File: config.mk
export PLATFORM = sky130hd
export DESIGN_NAME = inst_fetch
export DESIGN_NICKNAME = d
export VERILOG_FILES = /design/src/rtl/inst_fetch.sv
export SDC_FILE = /design/constraint.sdc
export NUM_CORES = 1
export LEC_CHECK = 0
export BUFFER_PORTS_ARGS = -buffer_cell sky130_fd_sc_hd__buf_2
export CAP_MARGIN = 0
export CORE_MARGIN = 2
export CORE_UTILIZATION = 55
export CTS_BUF_LIST = sky130_fd_sc_hd__clkbuf_4 sky130_fd_sc_hd__clkbuf_8
export DETAILED_ROUTE_END_ITERATION = 8
export PLACE_DENSITY = 0.79
export SLEW_MARGIN = 0
export SYNTH_ARGS = -nofsm -noshare
export SYNTH_HDL_FRONTEND = slang
export SYNTH_SLANG_ARGS = --single-unit
File: constraint.sdc
create_clock -name i_clk -period 10.8 [get_ports i_clk]
set_clock_uncertainty 0.05 [all_clocks]
set_input_delay 0 -clock i_clk [delete_from_list [all_inputs] [get_ports i_clk]]
set_output_delay 0 -clock i_clk [all_outputs]
set_load 0.01 [all_outputs]
File: src/rtl/inst_fetch.sv
// Instruction-fetch producer: owns the PC, issues req/ack fetches and presents
// words to the IF/ID register through a one-entry skid buffer.
//
// state   | meaning
// --------+-------------------------------------------------------------
// S_IDLE  | one cycle after reset release, no request
// S_REQ   | request at r_pc outstanding; ack fills output slot or buffer
// S_WAIT  | buffer full, no request; waiting for output to be consumed
// S_DRAIN | squashed request still outstanding at r_drain_addr; drop data
module inst_fetch #(
   parameter logic [31:0] RESET_PC = 32'h0000_0000,
   parameter logic [31:0] NOP_INST = 32'h0000_0013
) (
   input  logic        i_clk,
   input  logic        i_rst,
   input  logic        i_jmp,
   input  logic [31:0] i_jmp_addr,
   input  logic        i_if_stall,
   output logic        o_imem_req,
   output logic [31:0] o_imem_addr,
   input  logic        i_imem_ack,
   input  logic [31:0] i_imem_rdata,
   output logic [31:0] o_inst_addr_from_if,
   output logic [31:0] o_inst_from_if,
   output logic        o_inst_valid
);

   localparam logic [1:0] S_IDLE  = 2'd0;
   localparam logic [1:0] S_REQ   = 2'd1;
   localparam logic [1:0] S_WAIT  = 2'd2;
   localparam logic [1:0] S_DRAIN = 2'd3;

   logic [1:0]  r_state;
   logic [31:0] r_pc;
   logic [31:0] r_drain_addr;
   logic        r_out_valid;
   logic [31:0] r_out_addr;
   logic [31:0] r_out_inst;
   logic        r_buf_valid;
   logic [31:0] r_buf_addr;
   logic [31:0] r_buf_inst;

   logic        w_consume;
   logic        w_slot_free;
   logic [31:0] w_pc_next;

   assign w_consume   = r_out_valid & ~i_if_stall;
   assign w_slot_free = ~r_out_valid | ~i_if_stall;
   assign w_pc_next   = r_pc + 32'd4;

   assign o_imem_req          = (r_state == S_REQ) || (r_state == S_DRAIN);
   assign o_imem_addr         = (r_state == S_DRAIN) ? r_drain_addr : r_pc;
   assign o_inst_valid        = r_out_valid;
   assign o_inst_addr_from_if = r_out_addr;
   assign o_inst_from_if      = r_out_valid ? r_out_inst : NOP_INST;

   always_ff @(posedge i_clk or posedge i_rst) begin
      if (i_rst) begin
         r_state      <= S_IDLE;
         r_pc         <= RESET_PC;
         r_drain_addr <= RESET_PC;
         r_out_valid  <= 1'b0;
         r_out_addr   <= 32'd0;
         r_out_inst   <= NOP_INST;
         r_buf_valid  <= 1'b0;
         r_buf_addr   <= 32'd0;
         r_buf_inst   <= NOP_INST;
      end else if (i_jmp) begin
         r_pc        <= {i_jmp_addr[31:2], 2'b00};
         r_out_valid <= 1'b0;
         r_out_inst  <= NOP_INST;
         r_buf_valid <= 1'b0;
         case (r_state)
            S_REQ: begin
               // An unanswered request must still be retired before the new PC goes out.
               if (!i_imem_ack) begin
                  r_state      <= S_DRAIN;
                  r_drain_addr <= r_pc;
               end else begin
                  r_state <= S_REQ;
               end
            end
            S_DRAIN: r_state <= S_DRAIN;
            default: r_state <= S_REQ;
         endcase
      end else begin
         case (r_state)
            S_IDLE: r_state <= S_REQ;
            S_REQ: begin
               if (i_imem_ack) begin
                  r_pc <= w_pc_next;
                  if (w_slot_free) begin
                     r_out_valid <= 1'b1;
                     r_out_addr  <= r_pc;
                     r_out_inst  <= i_imem_rdata;
                  end else begin
                     r_buf_valid <= 1'b1;
                     r_buf_addr  <= r_pc;
                     r_buf_inst  <= i_imem_rdata;
                     r_state     <= S_WAIT;
                  end
               end else if (w_consume) begin
                  r_out_valid <= 1'b0;
               end
            end
            S_WAIT: begin
               if (w_consume) begin
                  r_out_valid <= r_buf_valid;
                  r_out_addr  <= r_buf_addr;
                  r_out_inst  <= r_buf_inst;
                  r_buf_valid <= 1'b0;
                  r_state     <= S_REQ;
               end
            end
            S_DRAIN: begin
               if (w_consume) r_out_valid <= 1'b0;
               if (i_imem_ack) r_state <= S_REQ;
            end
            default: r_state <= S_IDLE;
         endcase
      end
   end

endmodule

# --- Word level (Yosys, flattened, before mapping) ---
# Index checks and enable logic that the tools add are counted.
word_totals:
  in_bits: 69
  ff_bits: 196
  out_inout_bits: 98
  elab_cells: 77
op_classes:
  reduce_logical: 15
  eq_ne: 12
  n_bitwise: 7
  muxes: 33
  addsub: 1
op_table:
  columns: ["cell", "count"]
  rows:
  - ["two-way mux 32 bit", 12]
  - ["one-hot mux 32 bit (2 select lines)", 2]
  - ["adder 32 x 3 -> 32 bit, second input constant", 1]
  - ["AND reduction 4 bit", 4]
  - ["inequality test 3 bit, second input constant", 5]
  - ["two-way mux 2 bit", 6]
  - ["two-way mux 1 bit", 9]
  - ["one-hot mux 2 bit (4 select lines)", 1]
  - ["inequality test 2 bit, second input constant", 3]
  - ["AND reduction 3 bit", 2]
  - ["nonzero test 2 bit", 3]
  - ["inverter 1 bit", 5]
  - ["AND reduction 5 bit", 1]
  - ["== test 2 bit, second input constant", 2]
  - ["inequality test 4 bit, second input constant", 1]
  - ["one-hot mux 2 bit (2 select lines)", 1]
  - ["nonzero test 4 bit", 1]
  - ["one-hot mux 1 bit (3 select lines)", 1]
  - ["nonzero test 3 bit", 1]
  - ["== test 2 x 1 -> 1 bit, second input constant", 1]
  - ["logical NOT 2 bit", 1]
  - ["one-hot mux 1 bit (2 select lines)", 1]
  - ["AND reduction 2 bit", 1]
  - ["bitwise AND 1 bit", 1]
  - ["other kinds (2)", 2]

# --- Longest topological paths before layout ---
# Gate-level depths: netlist of the first run.
logic_depth:
  word_depth: 6
  depth_mapped: 8
  depth_no_buf: 6

# --- Worst setup path before layout of the first run ---
# OpenSTA, ideal clock, no wires.
synth_timing:
  path_kind: "reg2reg"
  startpoint: "register r_state[0]"
  endpoint: "register r_out_valid, in the netlist o_inst_valid"
  arrival_time_ns: 1.759
  setup_ns: 0.125
  setup_slack_ns: 8.866
  period_less_slack_ns: 1.934
  required_time_ns: 10.625
  stages_incl_launch_ff: 6
  path_cell_list: "dfrtp_1 ha_1 buf_4 or2_2 o311ai_0 mux2_2"
synth_between:
  elab_chain_len: 3
  elab_cells_between_ends: 9
synth_lines:
  columns: ["item", "line_no", "rtl"]
  rows:
  - ["from (decl)", "33", "logic [1:0] r_state;"]
  - ["from (signal assigned)", "59", "r_state <= S_IDLE;"]
  - ["from (signal assigned)", "77", "r_state <= S_DRAIN;"]
  - ["from (signal assigned)", "80", "r_state <= S_REQ;"]
  - ["== test 2 x 1 -> 1 bit / == test 2 bit (equally long branches)", "87", "case (r_state)"]
  - ["inequality test 4 bit (no line) (tied with other cells)", null, null]
  - ["AND reduction 3 bit (no line) / two-way mux 1 bit (equally long branches)", null, null]
  - ["to (signal assigned)", "108", "r_out_valid <= r_buf_valid;"]
  - ["to (decl)", "36", "logic r_out_valid;"]
# Parallel ways exist; a longest one is shown, timed or not.
# A chain may end at the register's enable or synchronous reset.

# --- Worst setup path after layout of the first run ---
layout_timing:
  startpoint: "register r_state[1]"
  endpoint: "register r_pc[21]"
layout_between:
  elab_chain_len: 3
layout_lines:
  columns: ["item", "line_no", "rtl"]
  rows:
  - ["== test 2 x 1 -> 1 bit", "87", null]
  - ["nonzero test 2 bit (no line)", null, null]
  - ["AND reduction 2 bit (no line)", null, null]
  - ["to (signal assigned)", "69", "r_pc <= {i_jmp_addr[31:2], 2'b00};"]
  - ["to (signal assigned)", "91", "r_pc <= w_pc_next;"]
  - ["to (decl)", "34", "logic [31:0] r_pc;"]
# No other way between the ends.

==> results of run 1 <==
-- where the power goes --
| part | internal (µW) | switching, µW | total (µW) |
|---|---|---|---|
| clock network | 209 | 259 | 468 |
| logic | 403 | 421 | 824 |
| registers | 952 | 153 | 1100 |
-- state kept, by name (all words and copies together) (netlist names) --
register	flops
r_state	2
r_pc	30
o_inst_valid	1
r_buf_addr	30
r_buf_valid	1
o_inst_addr_from_if	30
r_buf_inst	32
r_out_inst	32
r_drain_addr	30
-- cell type report --
cell class,count,area (µm²)
fill,1236,5368
timing repair buffer,233,1509
inverter,10,45.04
sequential,188,4712
clock buffer,17,234.0
clock inverter,15,161.4
tap,220,275.3
multi-input combinational,562,4103
-- synthesized netlist by cell type (3+ instances only) --
library cell,count,share of area [%]
dfrtp_1,182,50
mux2_2,109,13
nand2_1,75,3.1
mux2i_1,60,6.6
nor2_1,48,2.0
buf_2,41,2.2
o31ai_1,36,3.0
o21ai_0,35,1.9
a21oi_1,34,1.9
and2_1,32,2.2
clkbuf_1,21,0.86
nand3_1,19,1.0
a31oi_1,12,0.82
nand4_1,11,0.75
inv_1,10,0.41
or4_1,8,0.66
nor3_1,7,0.38
dfstp_2,6,1.7
nand2b_1,6,0.41
nor2b_1,6,0.41
xnor2_1,6,0.57
and3_1,5,0.34
buf_4,5,0.41
xor2_1,5,0.48
and4_1,4,0.38
ha_1,4,0.55
a211oi_1,3,0.25
clkbuf_2,3,0.16
-- per-layer routing --
metal | share of wire (%) | track usage, %
met1 | 44 | 33.20
met2 | 48 | 39.38
met3 | 4.9 | 5.172
met4 | 2.5 | 8.662
met5 | 0.062 | 0
-- path summary, 6_finish.rpt --
kind / to / from / slack, ns
min in group asynchronous: r_out_inst[25] / i_rst / 0.25
worst max register to register: r_pc[21] / r_state[1] / 8.00
worst max-delay path: r_pc[21] / r_state[1] / 8.00
worst min-delay path: r_state[0] / i_imem_ack / 0.07
max in group asynchronous: r_buf_addr[4] / i_rst / 9.17
worst min register to register: r_out_inst[0] / r_out_inst[0] / 0.42
-- critical path, stage by stage (launching register included) --
cell	delay, ns
dfrtp_1	0.44
inv_1	0.08
ha_1	0.46
and4_1	0.34
nand4_1	0.50
or4_1	0.68
a31oi_1	0.18
-- kinds of logic after synthesis --
kind of cell,share of synthesized area (%)
buffers and inverters,4.170
xor gates and xnor gates,1.053
muxes,19.97
other,0.04097
adders and majority gates,0.5468
DFF,51.48
AOI/OAI and AO/OA,9.679
and+or+nand+nor,13.06
-- metrics by stage --
step	utilization [%]	instance area, µm²	total power (µW)	hold slack [ns]
floorplan	-	9164	1646	0.06987
global placement	60.97	10000	1884	0.1695
detailed placement	60.97	10000	1922	0.1677
CTS	67.28	11040	2413	0.01917
global route	67.28	11040	2560	0.09228
finish	67.28	11040	2396	0.06977
-- cell usage in the layout, fill, tap and decap left out, types with 3 or more instances in the layout --
cell type,instances
dfrtp_1,182
buf_2,160
mux2_2,109
nand2_1,75
dlygate4sd3_1,64
mux2i_1,60
nor2_1,48
o31ai_1,36
o21ai_0,35
a21oi_1,34
and2_1,32
nand3_1,19
clkbuf_8,17
a31oi_1,12
nand4_1,11
inv_1,9
buf_4,9
or4_1,8
nor3_1,7
nand2b_1,6
nor2b_1,6
xnor2_1,6
inv_6,6
dfstp_2,6
xor2_1,5
and3_1,5
and4_1,4
conb_1,4
clkinvlp_4,4
a211oi_1,3
ha_1,3
==> metrics.csv, run 1 <==
metric,value,unit
outcome,"complete, no violations",
yosysUniqueCellTypes,55,
n_antenna_cell,0,
power_leakage,0.004898,µW
dieArea,17690,µm²
netlist_instances,829,
grt_max_degree,131,
endpoint_kind,flop,
pre_cts_ws,8.081,ns
finalWorstSetupSlack,7.996,ns
ys_async_sr_fraction,100.0,%
drv_slew,0,
fin_cells,1245,
io_pins,167,
clockBufferDepth,2,
hp-class,input pin to flop,
drtIter0Drc,354,
avgRoutedWirePerCell,16.85,µm
hpwl,12800,µm
io_buffers,160,
initial_core_util,55.78,%
clk_pin_slew,0.10,ns
rsz0062_at_grt,false,
ys_seq_elements,188,
peakVddDrop,127.0,µV
setup_tns,0,ns
slew_headroom,29.94,%
ctsHoldBuffers,64,
die_w,133,µm
cts-root-buf,clkbuf_8,
synth.cell_area,9153,µm²
cts_tree,yes,
cts_resized,0,
wl,20980,µm
required,11.13,ns
drv_cap,0,
gp_congestion,0.7957,
drive_gt1_share,32.10,%
gr-total-overflow,0,
post_cts_buffers,0,
drtAntennaViolNets,0,
hold_depth,4,
grt_pass1_wl,34710,µm
finalHoldViolations,0,
dr.pass1.iters,5,
synthFlopType,dfrtp_1,
grt_usage,24.51,%
final_nets,1085,
remaining_drc_errors,0,
setup_viol,0,
synth_seq_area_share,51.48,%
tightestPinTransition,1.051,ns
start_kind,flop,
worstSetupPathType,flop to flop,
synth_edf_count,0,
core,16410,µm²
cts.sinks,188,
numCtsBuffers,17,
avgSynthCellArea,11.04,µm²
timing.final.crit_share,25.96,%
arrival,3.13,ns
fin_crit,2.804,ns
vias,6946,
fmax,0.3566,GHz
num_rows,47,
die_h,133,µm
crit_path_max_fanout,14,
reg2reg_depth,6,
ys_warn_count,0,
vias_per_cell,5.579,
dp.cells,1149,
htree_levels,4,
area_growth,20.61,%
grt_pass1_vias,6932,
antenna_found_initial,1,
powerDensity,217.1,nW/µm²
clk_latency,0.46,ns
(Power assumes the default switching activity.)
==> run 2, diff against run 1 <==
Clock period 10.8 ns to 2.88 ns, I/O delays scaled along.
==> metrics.csv, run 2 (synthesized netlist as in run 1, its figures left out) <==
metric,value,unit,change
remaining_drc_errors,0,,unchanged
fin_crit,2.570,ns,-0.2346 ns
pwr-share-comb,34.9,%,+0.5 points
place_area,10130,µm²,+1.3%
dr.pass1.iters,5,,unchanged
crit_cells,7,,+1
setup_tns,0,ns,unchanged
cp_cell_sequence,inv_1 > ha_1 > nand4_1 > nor3_1 > xnor2_1 > o21ai_0 > dlygate4sd3_1,,
n_antenna_cell,0,,unchanged
cts-root-buf,clkbuf_8,,
start_kind,flop,,
whs,0.05211,ns,-0.01766 ns
wl,21750,µm,+3.7%
drv_slew,0,,unchanged
setup_viol,0,,unchanged
num_rows,47,,unchanged
critPathTopFamily,buffers and inverters,,
post_cts_buffers,0,,unchanged
clockBufferDepth,2,,unchanged
peakVddDrop,559.2,µV,+340%
power_leakage,0.005052,µW,+3.1%
required,3.19,ns,-7.94 ns
grt_max_degree,62,,-53%
met2_length,10660,µm,+5.6%
design_area,11380,µm²,+3.1%
hold_depth,4,,unchanged
clkPwrFrac,20.4,%,+0.9 points
finalWorstSetupSlack,0.3104,ns,-7.685 ns
timing.final.crit_share,89.22,%,+63 points
initial_core_util,55.78,%,unchanged
numCtsBuffers,17,,unchanged
core,16410,µm²,unchanged
final_common_cell,dfrtp_1,,
hp-class,input pin to flop,,
grt_pass1_vias,7236,,+4.4%
hpwl,13620,µm,+6.5%
cts_tree,yes,,
area_growth,24.31,%,
power.net_switching,3137,µW,+280%
avgRoutedWirePerCell,17.07,µm,+1.3%
drv_cap,0,,unchanged
htree_levels,4,,unchanged
top_layer,met5,,
crit_path_max_fanout,13,,-1
clk_pin_slew,0.10,ns,about the same
reg2reg_depth,7,,+1
die_w,133,µm,unchanged
seqPwrFrac,44.8,%,-1.3 points
antenna_found_initial,1,,unchanged
worstSetupPathType,flop to flop,,
io_buffers,160,,unchanged
cts.sinks,188,,unchanged
largestRegisters,"r_buf_inst: 32 flops, r_out_inst: 32 flops",,
grt_pass1_wl,35800,µm,+3.2%
dieArea,17690,µm²,unchanged
gp_congestion,0.8078,,+1.5%
powerDensity,807.7,nW/µm²,+270%
finalHoldViolations,0,,unchanged
p_int,6052,µW,+290%
slowest_delay,0.61,ns,-0.07 ns
rsz0062_at_grt,false,,
wl_met3,1107,µm,+7.4%
drtIter0Drc,410,,+16%
drtAntennaViolNets,0,,unchanged
pre_cts_ws,0.4187,ns,-7.662 ns
fmax,0.3892,GHz,+9.1%
gr-total-overflow,0,,unchanged
slowest_stage,dlygate4sd3_1,,
endpoint_kind,flop,,
swShare,34.14,%,-0.60 points
clk_latency,0.47,ns,about the same
drive_gt1_share,32.26,%,+0.16 points
vias_per_cell,5.597,,+0.31%
tightestPinTransition,0.9145,ns,-0.1365 ns
arrival,2.88,ns,-0.25 ns
grt_usage,25.58,%,+1.1 points
outcome,"complete, no violations",,
path_buf_inv,2,,+1
final_nets,1114,,+2.7%
met1_length,9484,µm,+1.9%
layout_common_cells,"182 x dfrtp_1, 160 x buf_2, 109 x mux2_2",,
slew_headroom,38.97,%,+9.0 points
io_pins,167,,unchanged
vias,7130,,+2.6%
die_h,133,µm,unchanged
-- run 2: cell count changes in the layout (fill, tap and decap cells not counted), sizes merged --
cell	change
bufinv	+1
dlygate4sd3	+18
clkbuf	+2
inv	-3
buf	+11
-- run 2: power groups by stage --
| stage | Clock [µW] | Combinational [µW] | Sequential (µW) |
|---|---|---|---|
| after floorplan | 0 | 2090 | 4080 |
| after global placement | 0 | 3020 | 4080 |
| after detailed placement | 0 | 3090 | 4140 |
| after CTS | 1910 | 3210 | 4090 |
| after global routing | 2020 | 3520 | 4230 |
| final | 1870 | 3210 | 4110 |
-- run 2: routing by layer --
metal	up-vias	track usage (%)
met2	205	42.57
met3	39	5.287
met5	-	0
met4	2	9.797
met1	3535	33.14
li1	3349	-
-- run 2: worst paths after layout --
kind                          startpoint        endpoint  slack (ns)
min in group asynchronous          i_rst  r_buf_inst[26]        0.10
setup reg to reg              r_state[1]         r_pc[9]        0.31
setup / recovery              r_state[1]         r_pc[9]        0.31
hold reg to reg            r_out_inst[0]   r_out_inst[0]        0.42
max in group asynchronous          i_rst   r_out_inst[4]        1.95
hold / removal                i_imem_ack      r_state[0]        0.05
-- run 2: cell type report --
cell class              count  area (µm²)
fillers                  1203        5030
flip-flops and latches    188        4712
multi-input cells         562        4103
repair buffers            262        1822
well taps                 220       275.3
clock buffers              19       261.5
clock inverters            13       162.7
inverters                  10       41.29
-- run 2: worst reg2reg max path, cell delays in order (launching register included) --
cell	delay, ns
dfrtp_1	0.44
inv_1	0.08
ha_1	0.46
nand4_1	0.28
nor3_1	0.29
xnor2_1	0.15
o21ai_0	0.12
dlygate4sd3_1	0.61
-- run 2: what timing repair did --
item,in CTS,in global routing
hold endpoints to repair,157,0
hold buffers,82,0
gates resized for setup,0,0
-- run 2: stage by stage --
stage	util, %	cells	power [µW]
after floorplan	-	832	6175
after global placement	61.76	1160	7093
after detailed placement	61.76	1160	7234
after CTS	69.34	1274	9206
after global routing	69.34	1274	9765
final	69.34	1274	9190
==> run 3, diff against run 2 <==
--- a/config.mk
+++ b/config.mk
@@ -7,3 +7,2 @@
 export LEC_CHECK = 0
-export BUFFER_PORTS_ARGS = -buffer_cell sky130_fd_sc_hd__buf_2
 export CAP_MARGIN = 0
@@ -13,3 +12,4 @@
 export DETAILED_ROUTE_END_ITERATION = 8
-export PLACE_DENSITY = 0.79
+export DONT_BUFFER_PORTS = 1
+export PLACE_DENSITY = 0.7
 export SLEW_MARGIN = 0
==> constraint.sdc (replaced) <==
create_clock -name i_clk -period 2.88 [get_ports i_clk]
set_clock_uncertainty 0.05 [all_clocks]
set_input_delay 0.288 -clock i_clk [delete_from_list [all_inputs] [get_ports i_clk]]
set_output_delay 0.288 -clock i_clk [all_outputs]
set_load 0.01 [all_outputs]
==> metrics.csv, run 3 (synthesized netlist as in run 1, its figures left out) <==
metric,value,unit,change
setup_tns,0,ns,unchanged
drtIter0Drc,364,,-11%
die_h,133,µm,unchanged
crit_path_max_fanout,27,,+14
numCtsBuffers,17,,unchanged
slowest_delay,0.46,ns,-0.15 ns
design_area,10290,µm²,-9.6%
endpoint_kind,output port,,
n_antenna_cell,0,,unchanged
grt_pass1_wl,33750,µm,-5.7%
rsz0062_at_grt,false,,
layout_common_cells,"182 x dfrtp_1, 109 x mux2_2, 75 x nand2_1",,
io_pins,167,,unchanged
slew_headroom,34.68,%,-4.3 points
pwr-share-comb,30.5,%,-4.4 points
dieArea,17690,µm²,unchanged
worstSetupPathType,flop to output port,,
num_rows,47,,unchanged
final_nets,932,,-16%
core,16410,µm²,unchanged
final_common_cell,dfrtp_1,,
timing.final.crit_share,89.05,%,-0.17 points
vias,6421,,-9.9%
regArea,4712,µm²,unchanged
required,2.54,ns,-0.65 ns
clk_latency,0.46,ns,about the same
vias_per_cell,5.880,,+5.1%
dr.pass1.iters,5,,unchanged
powerDensity,819.1,nW/µm²,+1.4%
gp_congestion,0.8104,,+0.32%
tightestPinTransition,0.9798,ns,+0.06533 ns
fin_crit,2.565,ns,-0.004927 ns
outcome,"complete, no violations",,
htree_levels,4,,unchanged
rr_startpoint,r_state[1],,
drv_cap,0,,unchanged
grt_max_degree,189,,+200%
slowest_stage,ha_2,,
power_leakage,0.004262,µW,-16%
avgRoutedWirePerCell,18.86,µm,+10%
path_buf_inv,1,,-1
power.net_switching,2988,µW,-4.8%
hold_start,i_imem_rdata[11],,
whs,0.03771,ns,-0.01439 ns
p_int,5440,µW,-10%
grt_pass1_vias,6561,,-9.3%
cp_cell_sequence,ha_2 > buf_4 > mux2_2,,
swShare,35.45,%,+1.3 points
ctsHoldBuffers,64,,-22%
multi_input_area,4105,µm²,about the same
cts-root-buf,clkbuf_8,,
clkPwrFrac,18.8,%,-1.6 points
antenna_found_initial,0,,-1
place_area,9279,µm²,-8.4%
start_kind,flop,,
pre_cts_ws,0.6087,ns,+0.1900 ns
cts.sinks,188,,unchanged
drtAntennaViolNets,0,,unchanged
clk_pin_slew,0.09,ns,about the same
finalHoldViolations,0,,unchanged
io_buffers,0,,-100%
area_growth,12.41,%,
die_w,133,µm,unchanged
setup_viol,0,,unchanged
cts_tree,yes,,
hpwl,13120,µm,-3.7%
largestRegisters,"r_buf_inst: 32 flops, r_out_inst: 32 flops",,
peakVddDrop,445.7,µV,-20%
finalWorstSetupSlack,0.3153,ns,+0.004927 ns
fmax,0.3899,GHz,+0.19%
hp-class,input pin to flop,,
remaining_drc_errors,0,,unchanged
crit_path_start,r_state[1],,
initial_core_util,55.78,%,unchanged
clockBufferDepth,2,,unchanged
drive_gt1_share,20.41,%,-12 points
n_fill_cell,1299,,+8.0%
drv_slew,0,,unchanged
wl,20600,µm,-5.3%
post_cts_buffers,0,,unchanged
critPathTopFamily,adder cells,,
grt_usage,24.07,%,-1.5 points
cts_resized,0,,unchanged
gr-total-overflow,0,,unchanged
arrival,2.23,ns,-0.65 ns
seqPwrFrac,50.7,%,+5.9 points
total_power,8427,µW,-8.3%
run 3: cell count changes in the layout (fill, tap and decap cells not counted), moves of 3 or more:
| cell | before | now |
|---|---|---|
| inv_6 | 4 | 1 |
| clkbuf_4 | 0 | 5 |
| dlygate4sd3_1 | 82 | 63 |
| bufinv_16 | 3 | 0 |
| buf_2 | 160 | 0 |
run 3: area by class of cell:
class,count,share of cell area [%]
Clock buffer,23,2.773
Sequential cell,188,45.80
Tap cell,220,2.675
Inverter,10,0.4013
Timing Repair Buffer,80,7.807
Multi-Input combinational cell,562,39.90
Clock inverter,9,0.6445
run 3: worst paths after layout:
kind                                           end  slack (ns)  depth (start not counted)
min                                 r_out_inst[11]        0.04                          2
max                                o_imem_addr[31]        0.32                          3
max in group asynchronous            r_buf_inst[5]        1.53                          3
max reg2reg                               r_pc[22]        0.56                          6
min reg2reg                          r_out_inst[0]        0.42                          2
min in group asynchronous  o_inst_addr_from_if[22]        0.57                          3
run 3: routing by layer:
metal,share of wire [%],GRT usage [%],up-vias,wire (µm)
li1,-,-,2990,-
met1,43,31.37,3239,8873
met2,50,39.49,168,10270
met3,5.1,6.092,24,1052
met4,2.0,8.184,0,407
met5,0,0,-,0
run 3: per-stage QoR:
stage	util, %	std cells
6_report	62.71	1092
5_1_grt	62.71	1092
4_1_cts	62.71	1092
3_5_place_dp	56.55	996
3_3_place_gp	56.55	996
2_1_floorplan	-	832
run 3: power by group through the flow:
stage / clock, µW / sequential [µW] / combinational, µW
final: 1580 / 4270 / 2570
after global routing: 1750 / 4380 / 2850
after CTS: 1630 / 4260 / 2590
after global placement: 0 / 4240 / 2380
after floorplan: 0 / 4080 / 2090
after detailed placement: 0 / 4310 / 2490
